<file path="src/rtl/mux_scan_sel.sv">
// Registered NUM_CH:1 multiplexer with manual select or round-robin scan and a programmable dwell.
// Optional per-channel scan enable mask: define MUX_SCAN_MASK_EN to add the ch_mask port.
module mux_scan_sel #(
  parameter int unsigned NUM_CH  = 4,
  parameter int unsigned WIDTH   = 8,
  parameter int unsigned SEL_W   = (NUM_CH > 1) ? $clog2(NUM_CH) : 1,
  parameter int unsigned DWELL_W = 8
) (
  input  logic                    clk,
  input  logic                    rst_n,
  input  logic [NUM_CH*WIDTH-1:0] din,
  input  logic                    en,
  input  logic                    mode,
  input  logic [SEL_W-1:0]        sel_in,
  input  logic [DWELL_W-1:0]      dwell,
`ifdef MUX_SCAN_MASK_EN
  input  logic [NUM_CH-1:0]       ch_mask,
`endif
  output logic [WIDTH-1:0]        dout,
  output logic [SEL_W-1:0]        sel_out,
  output logic                    valid,
  output logic                    wrap
);

  typedef enum logic [1:0] {IDLE, MANUAL, SCAN} state_t;

  state_t             state, state_d;
  logic [SEL_W-1:0]   ch, ch_d;
  logic [DWELL_W-1:0] cnt, cnt_d;
  logic               wpend, wpend_d;
  logic [WIDTH-1:0]   dout_d;
  logic [SEL_W-1:0]   sel_d;
  logic               valid_d, wrap_d;
  logic [NUM_CH-1:0]  mask;
  logic [SEL_W-1:0]   eff_ch, nxt;
  logic [DWELL_W-1:0] eff_cnt;

`ifdef MUX_SCAN_MASK_EN
  assign mask = ch_mask;
`else
  assign mask = '1;
`endif

  // Out-of-range indices yield zero.
  function automatic logic [WIDTH-1:0] pick(input logic [NUM_CH*WIDTH-1:0] bus,
                                            input logic [SEL_W-1:0] idx);
    logic [WIDTH-1:0] r;
    r = '0;
    for (int unsigned k = 0; k < NUM_CH; k++)
      if (SEL_W'(k) == idx) r = bus[k*WIDTH +: WIDTH];
    return r;
  endfunction

  // Next enabled channel after c, searched cyclically; c itself if it is the only one.
  function automatic logic [SEL_W-1:0] next_en(input logic [SEL_W-1:0] c,
                                               input logic [NUM_CH-1:0] m);
    logic [SEL_W-1:0] r;
    logic             found;
    int unsigned      j;
    r     = c;
    found = 1'b0;
    for (int unsigned i = 1; i <= NUM_CH; i++) begin
      j = (32'(c) + i) % NUM_CH;
      if (!found && m[j]) begin
        r     = SEL_W'(j);
        found = 1'b1;
      end
    end
    return r;
  endfunction

  // Outside SCAN, ch/cnt are held at 0, so the scan entry edge naturally starts
  // from channel 0 (or the lowest enabled channel when the mask excludes 0).
  always_comb begin
    state_d = state;
    dout_d  = dout;
    sel_d   = sel_out;
    valid_d = 1'b0;
    wrap_d  = 1'b0;
    ch_d    = '0;
    cnt_d   = '0;
    wpend_d = 1'b0;
    eff_ch  = ch;
    eff_cnt = cnt;
    nxt     = ch;
    if (!en) begin
      state_d = IDLE;
    end else if (!mode) begin
      state_d = MANUAL;
      dout_d  = pick(din, sel_in);
      sel_d   = sel_in;
      valid_d = (32'(sel_in) < NUM_CH);
    end else begin
      state_d = SCAN;
      if (mask != '0) begin
        if (!mask[ch]) begin
          eff_ch  = next_en(ch, mask);
          eff_cnt = '0;
        end
        dout_d  = pick(din, eff_ch);
        sel_d   = eff_ch;
        valid_d = 1'b1;
        wrap_d  = (state == SCAN) && wpend;
        if (eff_cnt >= dwell) begin
          nxt     = next_en(eff_ch, mask);
          ch_d    = nxt;
          wpend_d = (nxt <= eff_ch);
        end else begin
          ch_d  = eff_ch;
          cnt_d = eff_cnt + 1'b1;
        end
      end
    end
  end

  always_ff @(posedge clk) begin
    if (!rst_n) begin
      state   <= IDLE;
      ch      <= '0;
      cnt     <= '0;
      wpend   <= 1'b0;
      dout    <= '0;
      sel_out <= '0;
      valid   <= 1'b0;
      wrap    <= 1'b0;
    end else begin
      state   <= state_d;
      ch      <= ch_d;
      cnt     <= cnt_d;
      wpend   <= wpend_d;
      dout    <= dout_d;
      sel_out <= sel_d;
      valid   <= valid_d;
      wrap    <= wrap_d;
    end
  end

endmodule

</file>
<file path="config.mk">
export PLATFORM = sky130hd
export DESIGN_NAME = mux_scan_sel
export DESIGN_NICKNAME = d
export VERILOG_FILES = /design/src/rtl/mux_scan_sel.sv
export SDC_FILE = /design/constraint.sdc
export NUM_CORES = 1
export LEC_CHECK = 0
export BUFFER_PORTS_ARGS = -buffer_cell sky130_fd_sc_hd__buf_2
export CAP_MARGIN = 0
export CELL_PAD_IN_SITES_DETAIL_PLACEMENT = 0
export CELL_PAD_IN_SITES_GLOBAL_PLACEMENT = 1
export CORE_MARGIN = 1.5
export CORE_UTILIZATION = 39
export CTS_CLUSTER_SIZE = 14
export DETAILED_ROUTE_END_ITERATION = 8
export HOLD_SLACK_MARGIN = 0.12
export PLACE_DENSITY = 0.91
export SLEW_MARGIN = 20
export SYNTH_ARGS = -nofsm -noshare
export SYNTH_HDL_FRONTEND = slang
export SYNTH_SLANG_ARGS = --single-unit
</file>
<file path="constraint.sdc">
create_clock -name clk -period 3 [get_ports clk]
set_clock_uncertainty 0.15 [all_clocks]
set_input_delay 0.6 -clock clk [delete_from_list [all_inputs] [get_ports clk]]
set_output_delay 0.6 -clock clk [all_outputs]
set_load 0.02 [all_outputs]
</file>
# Word level (Yosys, flattened, before mapping)
# Index checks and enable logic that the tools add are counted.
# W data, S select, Z words.
dict set report totals {
  reg_bits 25
  input_bits 46
  output_inout_bits 12
  elab_cells 129
}
dict set report op_classes {
  add_sub_neg 9
  magnitude_cmp 11
  n_eq_ne 7
  mux 72
  bitwise 3
  reduce_logical 19
}
# operator count
set op_table {}
lappend op_table {{$mux W8} 12}
lappend op_table {{$mux W1} 34}
lappend op_table {{$mux W2} 17}
lappend op_table {{$lt A2 B3 Y1 const B} 9}
lappend op_table {{$bmux W1 S2} 9}
lappend op_table {{$add A2 B1 Y2 const B} 4}
lappend op_table {{$add A2 B2 Y2 const B} 4}
lappend op_table {{$add A8 B1 Y8 const B} 1}
lappend op_table {{$eq A2 B2 Y1 const A} 4}
lappend op_table {{$ge A8 B8 Y1} 1}
lappend op_table {{$logic_and A1 B1 Y1} 7}
lappend op_table {{$logic_not A1 Y1} 6}
lappend op_table {{$eq A1 B2 Y1 const A} 2}
lappend op_table {{$logic_not A2 Y1} 2}
lappend op_table {{$reduce_and A4 Y1} 1}
lappend op_table {{$reduce_or A4 Y1} 1}
lappend op_table {{$not A1 Y1} 3}
lappend op_table {{$reduce_and A3 Y1} 1}
lappend op_table {{$eq A2 B2 Y1 const B} 1}
lappend op_table {{$le A2 B2 Y1} 1}
lappend op_table {{$reduce_and A2 Y1} 1}

# Logic depth before layout (Yosys ltp)
# Gate-level depths: netlist of the first run.
dict set report logic_depth {
  depth_word 51
  depth_mapped 8
  ltp_nobuf 6
}

# Worst setup path before layout of the first run
# Ideal clock, no wire load.
dict set report synth_timing {
  kind {input port to flip-flop}
  start {input port dwell[0]}
  end {register cnt[5]}
  setup_time_ns 0.062
  arrival_time_ns 1.858
  required_time_ns 2.788
  setup_slack_ns 0.930
  stages 5
  n_path_buf 0
  path_cell_list {ha_1 nand2b_1 a2111o_1 a211o_1 nor2b_2}
}
dict set report synth_via {
  elab_chain_len 2
}
# element line_no
set synth_rtl {}
lappend synth_rtl {{from (decl)} 15} ;# input logic [DWELL_W-1:0] dwell,
lappend synth_rtl {{$ge A8 B8 Y1} 104} ;# if (eff_cnt >= dwell) begin
lappend synth_rtl {{$reduce_or A4 Y1 (no line)} n/a}
lappend synth_rtl {{to (signal assigned)} 129} ;# cnt <= cnt_d;
lappend synth_rtl {{to (decl)} 29} ;# logic [DWELL_W-1:0] cnt, cnt_d;
# Every way passes these cells.
# A chain may end at the register's enable or synchronous reset.

# Final worst setup path of the first run
dict set report layout_timing {
  start {register cnt[0]}
  end {register cnt[6]}
}
dict set report layout_via {
  elab_chain_len 5
  elab_cells_between_ends 6
  classes_between {add/sub: 1; order compare: 1; mux: 3; reduce/logical: 1}
}
# element line_no
set layout_rtl {}
lappend layout_rtl {{$mux W8 *} 96} ;# if (!mask[ch]) begin
lappend layout_rtl {{$mux W8 *} 88} ;# end else if (!mode) begin
lappend layout_rtl {{$mux W8 *} 86} ;# if (!en) begin
lappend layout_rtl {{$ge A8 B8 Y1} 104}
lappend layout_rtl {{$reduce_or A4 Y1 (no line)} n/a}
# Mark *: on every way between the ends. The rest lies on a longest branch, timed or not. The select of a mux whose other input is x is not followed.

==> run_results.csv, run 1 <==
group,metric,value,unit
layout,stdcell_area,2000,um^2
power_and_ir_drop,p_comb_share,20.7,%
cts,clockBufferDepth,2,
timing,grt_setup_unrepaired,"no",
cts,ctsResizeCount,0,
floorplanning,die-area,4650,um^2
detailed_routing,drtPass1Iterations,4,
detailed_routing,post-route-drc-count,0,
cts,cts_sinks,25,
floorplanning,die_w,68.2,um
power_and_ir_drop,p_total,684,uW
min_path,hold_path_class,"register to register",
power_and_ir_drop,p_sw,178,uW
timing,setup_viol,0,
layout,areaGrowthSynthToFinish,20.7,%
floorplanning,rows,23,
setup_path,cp-start-kind,"register",
timing,slew_headroom,61.0,%
detailed_routing,drt_iter0_drc,101,
cts,numCtsBuffers,3,
cts,cts_tree,"yes",
layout,nNetsFinal,302,
synth,synth_xor_area_share,3.17,%
synth,ys_ff_latch,25,
synth,netlist_instances,193,
synth,netlist_area,1660,um^2
detailed_routing,ant_nets,0,
setup_path,critPathRequiredTime,3.06,ns
placement,io_buffer_count,57,
detailed_routing,wl_per_cell,12.7,um
power_and_ir_drop,switching_share,26.1,%
synth,ys_warn_count,0,
floorplanning,die_h,68.2,um
floorplanning,pin_count,58,
synth,synth_compound_area_share,16.5,%
power_and_ir_drop,power_density,341,nW/um^2
cts,root_buffer,"clkbuf_8",
grt,antenna_found_initial,0,
setup_path,cp-end-kind,"register",
power_and_ir_drop,p_seq_share,51.2,%
cts,cts.hold.buffers_added,0,
timing,tns,0,ns
cts,clk_pin_slew_worst_paths,0.08,ns
timing,slew_viol_final,0,
timing,min_period_over_period,67.3,%
grt,grt_pass1_wl,5970,um
detailed_routing,viasPerCell,5.20,
grt,grt_pass1_vias,1379,
power_and_ir_drop,ir_drop,0.180,mV
power_and_ir_drop,p_int,505,uW
grt,grt_remaining_overflow,0,
synth,synth_top_family_by_area,"simple AND/OR/NAND/NOR gates",
synth,avgSynthCellArea,8.60,um^2
grt,grt_use_total,16.6,%
detailed_routing,routed_wl,3710,um
setup_path,critical_path.max_fanout,7,
cts,insertion_delay,0.27,ns
layout,num_antenna_cells,0,
synth,synth.net_count,252,
power_and_ir_drop,power_frac_clock,28.2,%
timing,fmax,496,MHz
layout,fill_cells,381,
timing,period_needed,2.02,ns
power_and_ir_drop,p_leak,0.968,nW
setup_path,worstPathArrival,2.08,ns
floorplanning,start_util,40.9,%
synth,synthAdderAreaFrac,9.80,%
floorplanning,coreArea,4060,um^2
synth,seq_area_frac_synth,30.2,%
placement,gp_congestion,0.798,
timing,hold_ws,0.262,ns
timing,hold_viol,0,
layout,drive_gt1_share,29.3,%
setup_path,path_class,"register to register",
cts,ctsHtreeMaxLevel,1,
synth,yosys.cell_types.count,29,
timing,max_slew.worst_pin.slew,0.586,ns
cts,cts_setup_buffers,0,
placement,place_area,1960,um^2
placement,detailed_place_hpwl,2860,um
synth,synthMuxAreaShare,13.3,%
grt,grt_max_degree,21,
detailed_routing,routed-via-count,1517,
synth,synthSimpleGateAreaFrac,19.3,%
flow_run,cap_violations,0,
run_status,run_status,"finished clean",
-- synth_stat cells --
master / count / area share, %
o211a_1: 2 / 1.2
mux2i_1: 4 / 2.4
and4_1: 1 / 0.53
clkbuf_1: 7 / 1.6
nand4_1: 2 / 0.75
xnor2_1: 3 / 1.6
mux4_2: 8 / 11
a2111o_1: 1 / 0.68
nor2_1: 8 / 1.8
nor2b_2: 1 / 0.53
o22ai_1: 8 / 3.0
and3_1: 2 / 0.75
a211o_1: 1 / 0.53
buf_2: 4 / 1.2
ha_1: 13 / 9.8
dfxtp_1: 25 / 30
inv_1: 21 / 4.8
nand3_1: 3 / 0.90
nand3b_1: 16 / 7.2
a221oi_1: 8 / 4.2
nor3_1: 1 / 0.30
nand2_1: 27 / 6.1
xor2_1: 3 / 1.6
a21oi_1: 11 / 3.3
a21oi_2: 1 / 0.53
o21ai_0: 1 / 0.30
buf_1: 1 / 0.23
o21ai_1: 9 / 2.7
nand2b_1: 1 / 0.38
-- kinds of logic after synthesis --
group                    after synthesis
AND/OR/NAND/NOR                       62
AO/OA/AOI/OAI                         42
buffers and inverters                 33
flip-flops                            25
adder cells (fa/ha/maj)               13
multiplexers                          12
XOR/XNOR                               6
-- area by class of cell --
class                           count  area, um^2  area share, %
Clock buffer                        3        41.3           2.06
Inverter                           21        78.8           3.94
Timing Repair Buffer               57         285           14.2
Sequential cell                    25         500           25.0
Tap cell                           50        62.6           3.12
Clock inverter                      1        5.00          0.250
Multi-Input combinational cell    135        1030           51.4
-- layer usage --
| metal | vias up | share of wire, % | global-route usage [%] |
|---|---|---|---|
| met5 | - | 0 | 0 |
| met4 | 0 | 0.43 | 4.25 |
| met3 | 2 | 3.7 | 1.97 |
| met2 | 38 | 46 | 25.5 |
| met1 | 691 | 49 | 24.6 |
| li1 | 786 | - | - |
-- per-stage QoR --
| step | instances | utilization, % | setup slack, ns |
|---|---|---|---|
| after floorplan | 193 | - | 0.930 |
| after global placement | 288 | 48.2 | 0.761 |
| after detailed placement | 288 | 48.2 | 0.736 |
| after CTS | 292 | 49.4 | 0.977 |
| after global routing | 292 | 49.4 | 0.873 |
| final | 292 | 49.4 | 0.982 |
-- cells in the final DEF (no fill, tap or decap) --
cell / synthesis / routed
nand2_1: 27 / 27
nor3_1: 1 / 1
and3_1: 2 / 2
clkinv_2: 0 / 1
a21oi_2: 1 / 1
o22ai_1: 8 / 8
mux2i_1: 4 / 4
nand4_1: 2 / 2
buf_2: 4 / 57
a221oi_1: 8 / 8
and4_1: 1 / 1
nor2b_2: 1 / 1
clkbuf_8: 0 / 3
o21ai_0: 1 / 1
o21ai_1: 9 / 9
dfxtp_1: 25 / 25
a2111o_1: 1 / 1
nand2b_1: 1 / 1
xor2_1: 3 / 3
inv_1: 21 / 21
mux4_2: 8 / 8
a211o_1: 1 / 1
xnor2_1: 3 / 3
a21oi_1: 11 / 11
nand3_1: 3 / 3
nor2_1: 8 / 8
ha_1: 13 / 13
nand3b_1: 16 / 16
o211a_1: 2 / 2
-- worst max-delay path, stage by stage, from the launching register on --
cell and delay [ns]:
dfxtp_1 0.40, inv_1 0.07, ha_1 0.26, nand2b_1 0.14, a2111o_1 0.44, a211o_1 0.38
nor2_1 0.13
-- sequential cells by signal (all words and copies together), names as in the netlist --
signal / cells
cnt: 8
dout: 8
ch: 2
sel_out: 2
state: 2
valid: 1
wpend: 1
wrap: 1
-- worst paths after layout --
check,startpoint,end,slack (ns),cells after the start
max reg2reg,cnt[0]$_SDFF_PP0_,cnt[6]$_SDFF_PP0_,0.98,6
min,state[0]$_SDFF_PN0_,wrap$_SDFF_PN0_,0.26,1
max,cnt[0]$_SDFF_PP0_,cnt[6]$_SDFF_PP0_,0.98,6
min reg2reg,state[0]$_SDFF_PN0_,wrap$_SDFF_PN0_,0.26,1
-- power groups by stage --
stage	Sequential [mW]	Combinational (mW)	Clock, mW
floorplan	0.371	0.0708	0
global placement	0.357	0.139	0
detailed placement	0.358	0.141	0
CTS	0.350	0.142	0.198
global route	0.352	0.157	0.209
finish	0.350	0.141	0.193
(Power assumes the default switching activity.)
==> inputs of run 2 (changes only) <==
- CORE_UTILIZATION: 39 -> 32
- PLACE_DENSITY: 0.91 -> 0.81
- clock period: 3 -> 1.7 ns (I/O delays scaled with it)
==> run 2 against run 1 <==
Against the previous run:
- the run now ends with setup timing left
- combinational power up 100%
- count of clock-buffer cells in the layout unchanged
- via count up 4.4%
- global-route usage down 2.2 points
- critical path depth unchanged
- final cell count up 12%
- die area up 21%
- first-iteration DRC count down 9.9%
- maximum frequency up 11%
- hold slack worse by 0.017 ns
- sequential share of layout area down 2.7 points
- design area up 14%
- critical endpoint is now cnt[4]$_SDFF_PP0_
- highest routed layer unchanged
==> run_results.csv, run 2 (synthesis gave the netlist of run 1 again) <==
group,metric,value,unit
placement,dp_slack,-0.293,ns
setup_path,cp-end-kind,"register",
grt,grt_use_total,14.4,%
grt,grt_remaining_overflow,0,
detailed_routing,viasPerCell,4.83,
setup_path,cp_cell_sequence,"inv_2, ha_4, nand2b_4, a2111o_1, a211o_4, nor2_1",
min_path,hold_path_class,"register to register",
timing,grt_setup_unrepaired,"yes",
setup_path,worstPathArrival,1.87,ns
power_and_ir_drop,power_frac_clock,27.8,%
cts,cts_sinks,25,
detailed_routing,drt_iter0_drc,91,
grt,grt_max_degree,20,
cts,insertion_delay,0.26,ns
placement,io_buffer_count,57,
timing,setup_viol,10,
power_and_ir_drop,p_comb_share,22.7,%
cts,clockBufferDepth,2,
timing,hold_viol,0,
layout,top_regs,"cnt: 8 flops, dout: 8 flops",
grt,grt_pass1_wl,6330,um
detailed_routing,ant_nets,0,
floorplanning,start_util,32.9,%
cts,ctsHtreeMaxLevel,1,
timing,period_needed,1.82,ns
layout,stdcell_count,328,
timing,tns,-0.868,ns
cts,cts_tree,"yes",
power_and_ir_drop,p_sw,332,uW
detailed_routing,routed-via-count,1583,
layout,num_antenna_cells,0,
placement,gp_congestion,0.843,
cts,clk_pin_slew_worst_paths,0.09,ns
setup_path,cp_slowest_cell,"a2111o_1",
floorplanning,pin_count,58,
setup_path,path_delay_family,"compound AO/OA/AOI/OAI gates",
placement,dp.cells,324,
power_and_ir_drop,power_density,547,nW/um^2
power_and_ir_drop,p_int,914,uW
setup_path,cp-start-kind,"register",
layout,final_common_cell,"buf_2",
power_and_ir_drop,switching_share,26.6,%
layout,areaGrowthSynthToFinish,37.3,%
floorplanning,die_h,75.0,um
grt,grt_pass1_vias,1411,
setup_path,critical_path.max_fanout,7,
run_status,violations,"setup timing",
layout,final_cell_mix,"buf_2, nand2_1, dfxtp_1",
layout,nNetsFinal,318,
timing,max_slew.worst_pin.slew,0.383,ns
run_status,run_status,"complete, but fails checks",
cts,root_buffer,"clkbuf_8",
floorplanning,coreArea,5040,um^2
floorplanning,rows,26,
cts,cts.hold.buffers_added,0,
detailed_routing,wl_per_cell,12.0,um
power_and_ir_drop,ir_drop,0.300,mV
grt,antenna_found_initial,0,
layout,final_util,45.2,%
cts,numCtsBuffers,3,
timing,slew_viol_final,0,
setup_path,crit_buf_inv,1,
power_and_ir_drop,p_leak,1.07,nW
setup_path,critPathRequiredTime,1.76,ns
setup_path,cp_slowest_stage_delay,0.40,ns
layout,drive_gt1_share,41.9,%
timing,slew_headroom,74.4,%
timing,hold_ws,0.245,ns
placement,detailed_place_hpwl,3140,um
floorplanning,die-area,5630,um^2
flow_run,cap_violations,0,
power_and_ir_drop,p_seq_share,49.5,%
setup_path,path_class,"register to register",
timing,fmax,551,MHz
timing,setup_ws,-0.116,ns
timing,min_period_over_period,107,%
detailed_routing,drtPass1Iterations,4,
detailed_routing,post-route-drc-count,0,
floorplanning,die_w,75.0,um
detailed_routing,routed_wl,3940,um
## run 2: cell types whose count changed in the layout (fill, tap and decap cells not counted), moves of 3 or more
cell / change
a221oi_1: -5
a221oi_2: +5
buf_4: +14
dfxtp_1: -3
ha_1: -4
ha_4: +3
inv_1: -3
inv_2: +3
## run 2: cell type report
type,instances,area (um^2)
inverter,21,78.8
timing repair buffer,73,422
clock buffer,3,41.3
multi-input combinational,135,1130
sequential,25,507
fill,516,2760
clock inverter,1,7.51
tap,70,87.6
## run 2: per-stage QoR
stage	total power, mW	instance area, um^2
2_1_floorplan	0.780	1660
3_3_place_gp	0.891	2120
3_5_place_dp	0.896	2120
4_1_cts	1.24	2200
5_1_grt	1.31	2280
6_report	1.25	2280
## run 2: layer usage
| metal | track usage (%) | share of wire, % |
|---|---|---|
| met5 | 0 | 0 |
| met4 | 4.44 | 1.4 |
| met3 | 2.14 | 4.3 |
| met2 | 23.1 | 46 |
| met1 | 19.9 | 49 |
## run 2: path summary, 6_finish.rpt
path | cells after the start | to | startpoint | slack (ns)
worst max register to register | 6 | cnt[4]$_SDFF_PP0_ | cnt[0]$_SDFF_PP0_ | -0.12
worst max-delay path | 6 | cnt[4]$_SDFF_PP0_ | cnt[0]$_SDFF_PP0_ | -0.12
worst min-delay path | 1 | wrap$_SDFF_PN0_ | state[0]$_SDFF_PN0_ | 0.25
worst min register to register | 1 | wrap$_SDFF_PN0_ | state[0]$_SDFF_PN0_ | 0.25
## run 2: power groups by stage
stage | sequential (mW) | combinational [mW] | clock [mW]
global route | 0.620 | 0.310 | 0.378
floorplan | 0.655 | 0.125 | 0
finish | 0.616 | 0.283 | 0.347
detailed placement | 0.632 | 0.264 | 0
CTS | 0.618 | 0.273 | 0.353
global placement | 0.631 | 0.260 | 0
## run 2: what timing repair did
| item | CTS | global route |
|---|---|---|
| setup buffers | 0 | 0 |
| gates resized for setup | 7 | 17 |
| pin swaps | 2 | 17 |
| hold endpoints to repair | 0 | 0 |
| endpoints found under the setup margin | 19 | 19 |
==> inputs of run 3 (changes only) <==
- CELL_PAD_IN_SITES_DETAIL_PLACEMENT: 0 -> 1
- RECOVER_POWER: default -> 25
- SETUP_SLACK_MARGIN: default -> 0.05
==> run 3 against run 2 <==
Against the previous run:
- the flow still finishes with violations (setup timing)
- routed wire length up 21%
- flip-flop and latch count stayed put
- via count increased by 5.1%
- critical path depth unchanged
- utilization rose by 1.4 points
- count of clock-buffer cells in the layout stayed put
- combinational power up 1%
- sequential share of layout area is 0.66 points lower
- die area unchanged
- first-iteration DRC count is 38% lower
- worst setup slack got worse by 0.062 ns
- final cell count increased by 1.2%
- largest cell class unchanged
- highest routed layer unchanged
==> run_results.csv, run 3 (synthesis gave the netlist of run 1 again) <==
group,metric,value,unit
timing,fmax,532,MHz
cts,cts_setup_buffers,0,
setup_path,cp-start-kind,"register",
layout,final_cell_mix,"buf_2, nand2_1, dfxtp_1",
setup_path,cp_slowest_cell,"a2111o_1",
floorplanning,rows,26,
layout,areaGrowthSynthToFinish,41.6,%
power_and_ir_drop,ir_drop,0.270,mV
placement,detailed_place_hpwl,3670,um
grt,grt_use_total,18.0,%
cts,cts_sinks,25,
flow_run,cap_violations,0,
floorplanning,start_util,32.9,%
floorplanning,die-area,5630,um^2
setup_path,reg2regPathDepth,6,
cts,ctsHtreeMaxLevel,1,
floorplanning,die_w,75.0,um
placement,gp_congestion,0.793,
layout,top_regs,"cnt: 8 flops, dout: 8 flops",
detailed_routing,viasPerCell,5.01,
layout,drive_gt1_share,42.7,%
run_status,violations,"setup timing",
setup_path,timing.rr.end,"cnt[0]$_SDFF_PP0_",
grt,grt_pass1_wl,7610,um
timing,period_needed,1.88,ns
setup_path,rrSetupSlack,-0.18,ns
setup_path,path_class,"register to register",
detailed_routing,routed_wl,4790,um
setup_path,rr_startpoint,"cnt[0]$_SDFF_PP0_",
timing,max_slew.worst_pin.slew,0.498,ns
cts,cts_tree,"yes",
min_path,hold_depth,2,
timing,min_period_over_period,110,%
power_and_ir_drop,power_density,535,nW/um^2
cts,numCtsBuffers,3,
cts,clk_pin_slew_worst_paths,0.09,ns
cts,insertion_delay,0.27,ns
setup_path,worstPathArrival,1.94,ns
timing,setup_viol,10,
detailed_routing,ant_nets,0,
placement,dp.cells,327,
detailed_routing,post-route-drc-count,0,
cts,root_buffer,"clkbuf_8",
setup_path,cp-end-kind,"register",
layout,nNetsFinal,322,
grt,grt_pass1_vias,1681,
floorplanning,die_h,75.0,um
power_and_ir_drop,p_leak,1.09,nW
layout,final_common_cell,"buf_2",
timing,grt_setup_unrepaired,"yes",
detailed_routing,drtPass1Iterations,4,
setup_path,cp_cell_sequence,"inv_2, ha_4, nand2b_4, a2111o_1, a211o_4, nor2_1",
floorplanning,pin_count,58,
timing,setup_ws,-0.178,ns
min_path,hold_path_class,"input pin to register",
cts,clockBufferDepth,2,
layout,num_antenna_cells,0,
grt,antenna_found_initial,0,
min_path,whs_endpoint,"state[0]$_SDFF_PN0_",
floorplanning,coreArea,5040,um^2
detailed_routing,routed-via-count,1663,
timing,slew_viol_final,0,
layout,stdcell_count,332,
layout,fill_cells,621,
timing,slew_headroom,66.8,%
placement,io_buffer_count,57,
run_status,run_status,"complete, but fails checks",
timing,tns,-1.26,ns
detailed_routing,drt_iter0_drc,56,
timing,hold_viol,0,
grt,grt_remaining_overflow,0,
grt,grt_max_degree,17,
setup_path,cp_slowest_stage_delay,0.42,ns
setup_path,critical_path.max_fanout,7,
setup_path,critPathRequiredTime,1.76,ns
min_path,min_from,"mode",
detailed_routing,wl_per_cell,14.4,um
run 3: layer usage:
layer	vias up	part of all wire, %	global-route usage, %
met3	2	3.6	2.54
met5	-	0	0
met4	0	0.81	6.67
li1	825	-	-
met1	803	45	23.2
met2	33	51	30.5
run 3: how the worst max path moves through the flow:
stage                                 start           endpoint  slack (ns)  depth (start not counted)
after detailed placement           dwell[0]  cnt[5]$_SDFF_PP0_       -0.33                          6
after CTS                 cnt[0]$_SDFF_PP0_  cnt[5]$_SDFF_PP0_       -0.19                          6
final                     cnt[0]$_SDFF_PP0_  cnt[0]$_SDFF_PP0_       -0.18                          6
after global placement             dwell[0]  cnt[5]$_SDFF_PP0_       -0.26                          6
after global routing      cnt[0]$_SDFF_PP0_  cnt[5]$_SDFF_PP0_       -0.22                          6
after floorplan           cnt[0]$_SDFF_PP0_  cnt[5]$_SDFF_PP0_       -0.12                          6
run 3: layout make-up:
| class | count | area (um^2) | share of cell area [%] |
|---|---|---|---|
| clock inverters | 1 | 5.00 | 0.213 |
| flip-flops and latches | 25 | 507 | 21.6 |
| repair buffers | 77 | 445 | 19.0 |
| well taps | 70 | 87.6 | 3.73 |
| inverters | 21 | 81.3 | 3.46 |
| clock buffers | 3 | 41.3 | 1.76 |
| multi-input cells | 135 | 1180 | 50.3 |
run 3: worst max-delay path: cells and delay by family, from the launching register on:
family | cells | cell delay [ns]
AOI/OAI and AO/OA | 2 | 0.83
adders and majority gates | 1 | 0.20
buffers and inverters | 1 | 0.04
DFF | 1 | 0.35
and+or+nand+nor | 2 | 0.25
run 3: what timing repair did:
action | in CTS | in global routing
gates cloned | 0 | 1
hold buffers | 0 | 0
resized for setup | 15 | 20
endpoints found under the setup margin | 19 | 19
pin swaps | 9 | 13
run 3: stage by stage:
step | area (um^2) | setup WS (ns) | power (mW) | hold slack (ns) | util (%)
final | 2350 | -0.178 | 1.26 | 0.162 | 46.6
after CTS | 2240 | -0.186 | 1.26 | 0.159 | 44.4
after detailed placement | 2130 | -0.328 | 0.898 | 0.240 | 42.2
after global routing | 2350 | -0.219 | 1.33 | 0.171 | 46.6
after floorplan | 1660 | -0.118 | 0.780 | 0.223 | -
after global placement | 2130 | -0.259 | 0.889 | 0.239 | 42.2
run 3: power by group:
part	leakage (nW)	switching [mW]	internal, mW
combinational	0.862	0.146	0.141
sequential	0.206	0.0106	0.606
clock	0.0255	0.189	0.164
